==> src/rtl/ps2_scancode_decoder.sv <==
// ps2_scancode_decoder
//
// Turns the byte stream from a PS/2 receiver into Set-2 key events in the
// clk domain. It handles the receiver handshake, the E0 (extended) and F0
// (break) prefixes, and prefix timeout. It also tracks the jump key as a held
// level plus a de-repeated press pulse.
//
// Ports
//   clk            in   system clock
//   rst            in   synchronous active-high reset
//   received       in   byte-ready flag from the receiver (asynchronous to clk)
//   received_data  in   received byte, stable while received is high
//   read_ack       out  acknowledge level back to the receiver
//   key_valid      out  one-cycle pulse per emitted key event
//   key_code       out  scan code of the last event (held)
//   key_extended   out  last event was E0-prefixed (held)
//   key_break      out  last event was a release (held)
//   jump_held      out  jump key currently down
//   jump_press     out  one-cycle pulse on a fresh jump key press
//   proto_err      out  one-cycle pulse on an illegal sequence or error code
module ps2_scancode_decoder #(
   parameter logic [7:0] JUMP_CODE      = 8'h29,
   parameter int         SYNC_STAGES    = 2,
   parameter int         TIMEOUT_CYCLES = 2_000_000
) (
   input  logic       clk,
   input  logic       rst,
   input  logic       received,
   input  logic [7:0] received_data,
   output logic       read_ack,
   output logic       key_valid,
   output logic [7:0] key_code,
   output logic       key_extended,
   output logic       key_break,
   output logic       jump_held,
   output logic       jump_press,
   output logic       proto_err
);

   localparam int              TW       = $clog2(TIMEOUT_CYCLES + 1);
   localparam logic [TW-1:0]   TMO_LAST = TW'(TIMEOUT_CYCLES - 1);

   typedef enum logic [1:0] {ST_IDLE, ST_E0, ST_F0, ST_E0F0} state_t;

   state_t                 state_q, state_d;
   logic [SYNC_STAGES-1:0] sync_q, sync_d;
   logic [SYNC_STAGES-1:0] fill_q, fill_d;
   logic                   rcv_d_q, rcv_d_d;
   logic                   armed_q, armed_d;
   logic [7:0]             byte_q, byte_d;
   logic                   pending_q, pending_d;
   logic                   read_ack_q, read_ack_d;
   logic [TW-1:0]          tmo_q, tmo_d;
   logic                   key_valid_q, key_valid_d;
   logic [7:0]             key_code_q, key_code_d;
   logic                   key_ext_q, key_ext_d;
   logic                   key_brk_q, key_brk_d;
   logic                   jump_held_q, jump_held_d;
   logic                   jump_press_q, jump_press_d;
   logic                   proto_err_q, proto_err_d;

   logic rcv_s;
   logic capture;
   logic is_err_code;
   logic emit, emit_ext, emit_brk;

   // Capture path. fill_q marks when rcv_s holds a genuine post-reset sample:
   // the sync flops reset to 0, which would otherwise look like "received low"
   // and arm capture while received is actually stuck high across reset.
   always_comb begin
      sync_d      = {sync_q[SYNC_STAGES-2:0], received};
      fill_d      = {fill_q[SYNC_STAGES-2:0], 1'b1};
      rcv_s       = sync_q[SYNC_STAGES-1];
      rcv_d_d     = rcv_s;
      armed_d     = armed_q | (fill_q[SYNC_STAGES-1] & ~rcv_s);
      capture     = armed_q & rcv_s & ~rcv_d_q;
      byte_d      = capture ? received_data : byte_q;
      pending_d   = capture;
      read_ack_d  = read_ack_q;
      if (capture) begin
         read_ack_d = 1'b1;
      end else if (!rcv_s) begin
         read_ack_d = 1'b0;
      end
   end

   // Prefix FSM, event generation, jump tracking and prefix timeout. A byte
   // being decoded takes priority over the timeout; a capture on the timeout
   // edge also suppresses it, since the counter restarts on every capture.
   always_comb begin
      state_d      = state_q;
      key_valid_d  = 1'b0;
      key_code_d   = key_code_q;
      key_ext_d    = key_ext_q;
      key_brk_d    = key_brk_q;
      jump_held_d  = jump_held_q;
      jump_press_d = 1'b0;
      proto_err_d  = 1'b0;
      emit         = 1'b0;
      emit_ext     = 1'b0;
      emit_brk     = 1'b0;
      is_err_code  = (byte_q == 8'h00) || (byte_q == 8'hFF);

      if (pending_q) begin
         case (state_q)
            ST_IDLE: begin
               if (byte_q == 8'hE0) begin
                  state_d = ST_E0;
               end else if (byte_q == 8'hF0) begin
                  state_d = ST_F0;
               end else if (is_err_code) begin
                  proto_err_d = 1'b1;
               end else if ((byte_q == 8'hAA) || (byte_q == 8'hFA) ||
                            (byte_q == 8'hFE) || (byte_q == 8'hEE)) begin
                  state_d = ST_IDLE;
               end else begin
                  emit = 1'b1;
               end
            end
            ST_E0: begin
               if (byte_q == 8'hF0) begin
                  state_d = ST_E0F0;
               end else if (byte_q == 8'hE0) begin
                  state_d = ST_E0;
               end else if (is_err_code) begin
                  proto_err_d = 1'b1;
                  state_d     = ST_IDLE;
               end else begin
                  emit     = 1'b1;
                  emit_ext = 1'b1;
                  state_d  = ST_IDLE;
               end
            end
            ST_F0, ST_E0F0: begin
               state_d = ST_IDLE;
               if (is_err_code || (byte_q == 8'hE0) || (byte_q == 8'hF0)) begin
                  proto_err_d = 1'b1;
               end else begin
                  emit     = 1'b1;
                  emit_ext = (state_q == ST_E0F0);
                  emit_brk = 1'b1;
               end
            end
            default: state_d = ST_IDLE;
         endcase
      end else if ((state_q != ST_IDLE) && !capture && (tmo_q == TMO_LAST)) begin
         state_d = ST_IDLE;
      end

      if (emit) begin
         key_valid_d = 1'b1;
         key_code_d  = byte_q;
         key_ext_d   = emit_ext;
         key_brk_d   = emit_brk;
         if (!emit_ext && (byte_q == JUMP_CODE)) begin
            if (emit_brk) begin
               jump_held_d = 1'b0;
            end else begin
               jump_held_d  = 1'b1;
               jump_press_d = ~jump_held_q;
            end
         end
      end

      if (capture || (state_d == ST_IDLE)) begin
         tmo_d = '0;
      end else if (state_q != ST_IDLE) begin
         tmo_d = tmo_q + TW'(1);
      end else begin
         tmo_d = tmo_q;
      end
   end

   always_ff @(posedge clk) begin
      if (rst) begin
         state_q      <= ST_IDLE;
         sync_q       <= '0;
         fill_q       <= '0;
         rcv_d_q      <= 1'b0;
         armed_q      <= 1'b0;
         byte_q       <= '0;
         pending_q    <= 1'b0;
         read_ack_q   <= 1'b0;
         tmo_q        <= '0;
         key_valid_q  <= 1'b0;
         key_code_q   <= '0;
         key_ext_q    <= 1'b0;
         key_brk_q    <= 1'b0;
         jump_held_q  <= 1'b0;
         jump_press_q <= 1'b0;
         proto_err_q  <= 1'b0;
      end else begin
         state_q      <= state_d;
         sync_q       <= sync_d;
         fill_q       <= fill_d;
         rcv_d_q      <= rcv_d_d;
         armed_q      <= armed_d;
         byte_q       <= byte_d;
         pending_q    <= pending_d;
         read_ack_q   <= read_ack_d;
         tmo_q        <= tmo_d;
         key_valid_q  <= key_valid_d;
         key_code_q   <= key_code_d;
         key_ext_q    <= key_ext_d;
         key_brk_q    <= key_brk_d;
         jump_held_q  <= jump_held_d;
         jump_press_q <= jump_press_d;
         proto_err_q  <= proto_err_d;
      end
   end

   assign read_ack     = read_ack_q;
   assign key_valid    = key_valid_q;
   assign key_code     = key_code_q;
   assign key_extended = key_ext_q;
   assign key_break    = key_brk_q;
   assign jump_held    = jump_held_q;
   assign jump_press   = jump_press_q;
   assign proto_err    = proto_err_q;

endmodule

==> config.mk <==
export PLATFORM = sky130hd
export DESIGN_NAME = ps2_scancode_decoder
export DESIGN_NICKNAME = d
export VERILOG_FILES = /design/src/rtl/ps2_scancode_decoder.sv
export SDC_FILE = /design/constraint.sdc
export NUM_CORES = 1
export LEC_CHECK = 0
export BUFFER_PORTS_ARGS = -buffer_cell sky130_fd_sc_hd__buf_2
export CORE_UTILIZATION = 50
export DETAILED_ROUTE_END_ITERATION = 8
export GPL_ROUTABILITY_DRIVEN = 0
export GPL_TIMING_DRIVEN = 0
export PLACE_DENSITY = 0.75
export SLEW_MARGIN = 5
export SYNTH_ARGS = -nofsm -noshare
export SYNTH_HDL_FRONTEND = slang
export SYNTH_SLANG_ARGS = --single-unit
export TNS_END_PERCENT = 20
==> constraint.sdc <==
create_clock -name clk -period 3.2 [get_ports clk]
set_input_delay 0.16 -clock clk [delete_from_list [all_inputs] [get_ports clk]]
set_output_delay 0.16 -clock clk [all_outputs]
set_load 0.1 [all_outputs]
==> results.ini <==
[detailed_routing]
routed_wl_mm = 5.04
routedWlPerCell_microns = 14.0
m1WireLength_mm = 2.59
antenna_left = 0
wl_met2_mm = 2.18
highest_layer = met4
drtPass1Iterations = 6
wl_met3_microns = 244
via_count = 2075
viasPerCell = 5.78
drtIter0Drc = 120
drc = 1

[power_and_ir_drop]
power_w = 0.00107
power_density_nw_per_um2 = 401
power_leakage_nw = 0.881
peakVddDrop_uv = 282

[clock_tree]
numCtsBuffers = 5
cts_buffer_depth = 2
clock_latency_ps = 310
htree_levels = 2
cts.sinks = 53
cts_setup_buffers = 0
cts_resized = 0
cts-hold-fix-buffers = 0
path_clk_slew_ps = 100
cts_tree = yes
clockRootBuffer = clkbuf_8

[status]
status = finished, violations left
violations = design-rule violations

[flow_run]
cap_violations = 0

[critical_path]
cp.arrival_ps = 2580
setup.worst_path.start_class = flip-flop
reg2reg_slack_ps = 790
critPathKind = reg2reg
end_kind = flip-flop
crit_path_max_fanout = 10
worstPathRequired_ps = 3380

[logic_synthesis]
yosysWarnings = 0
ys.flop_type = dfxtp_1
synth_edf_count = 0
ys_seq_area_share_pct = 44.3
synth-seq-cells = 53
synthArstFlopShare_pct = 0
synthTopCellsByArea = dfxtp_1, nand2_1, a211oi_1
synth_nets = 286
synth_top_area_cell = dfxtp_1
yosysMostFrequentCell = dfxtp_1
synth_cell_type_count = 43
synth.avg_cell_area_sq_um = 8.74
synth.top_cell.area_share_pct = 44.3
syn_area_sq_um = 2400
synth_common_cells = dfxtp_1, nand2_1, a211oi_1, clkbuf_1
synth_cells = 274

[global_route]
grt_usage_pct = 21.7
grt_first_pass_wirelength_mm = 8.71
grt-ovfl-total = 0
antenna_found_initial = 0
grt_max_degree = 17
grt_pass1_vias = 1883

[die]
die_area_sq_um = 5070
num_rows = 24
dieHeight_microns = 71.2
boundaryPins = 26
coreArea_sq_um = 4470
start_util_pct = 53.6
die_x_microns = 71.2

[timing]
final_max_slew_viol_count = 0
fin_crit_sh_pct = 75.2
fin_skew_ps = 11.2
maxSlewHeadroom_pct = 40.8
setup_violations = 0
fmax_mhz = 415
hold_violations = 0
finalCriticalPeriod_ps = 2410
worstMarginPinSlew_ps = 884
tns_ps = 0
rsz0062_at_grt = false

[placement]
dp_hpwl_mm = 3.66
portBuffers = 25

[hold_path]
hold_path_class = in2reg

[finish]
areaGrowthSynthToFinish_pct = 11.5
num_antenna_cells = 0
final_nets = 318
final_layout_size_suffix_gt1_share_pct = 14.7

stage by stage:
stage	hold WS, ps	instances	util [%]	setup slack [ps]	instance area (sq um)
after floorplan	288	274	-	1190	2400
after global placement	373	351	57.8	826	2590
after detailed placement	384	351	57.8	815	2590
after CTS	64.2	359	59.7	817	2670
after global routing	65.9	359	59.7	574	2670
final	69.5	359	59.7	792	2670
metal layers:
metal | track usage, % | up-vias
met4 | 6.89 | 0
met1 | 31.3 | 949
met2 | 31.7 | 55
li1 | - | 1067
met5 | 0 | -
met3 | 5.77 | 4
area by class of cell:
| class | instances | area (sq um) |
|---|---|---|
| inverter | 7 | 26.3 |
| clock inverter | 3 | 17.5 |
| multi-input combinational | 198 | 1240 |
| buffer | 16 | 71.3 |
| sequential | 53 | 1060 |
| fill | 404 | 1800 |
| clock buffer | 5 | 68.8 |
| tap | 52 | 65.1 |
| timing repair buffer | 25 | 125 |
report_power, final:
part / switching [W] / internal (W)
clock: 0.000219 / 0.000152
combinational: 0.0000214 / 0.0000124
sequential: 0.00000354 / 0.000664
kinds of logic after synthesis:
group | share of synthesized area (%)
multiplexers | 3.81
flip-flops | 44.3
adder cells (fa/ha/maj) | 0.522
XOR/XNOR | 3.66
buffers and inverters | 4.07
AND/OR/NAND/NOR | 26.4
AO/OA/AOI/OAI | 17.3
sequential cells by signal, indices dropped and copies added, names as in the netlist, 2 cells and up:
signal,flops
tmo_q,21
state_q,2
byte_q,8
key_code,8
sync_q,2
fill_q,2
layout by cell type, fill, tap and decap left out, drive strengths merged, types with 3 or more instances in the layout:
master  Yosys  layout
mux2i       8       8
dfxtp      53      53
o21ai      11      11
o31ai       5       5
nand3      10      10
a21oi      11      11
nand2      47      47
nor2b       5       5
clkbuf     12      17
xnor2       3       3
a211oi     12      12
nor2        8       8
and2        3       3
nand4      10      10
or4         7       7
and3        4       4
or3         8       8
inv         7       7
xor2        7       7
buf         4      29
nor3        6       6
a221oi     10      10
critical path, stage by stage (launching register included):
cell,delay (ps)
dfxtp_1,460
o2111a_1,330
nand4_1,150
o211ai_1,750
clkbuf_1,440
a211oi_1,150
path summary, 6_finish.rpt:
path	start	to	cells after the start
setup reg to reg	state_q[0]	tmo_q[13]	5
hold / removal	received	sync_q[0]	2
hold reg to reg	sync_q[0]	sync_q[1]	1
setup / recovery	state_q[0]	tmo_q[13]	5
(Power assumes the default switching activity.)
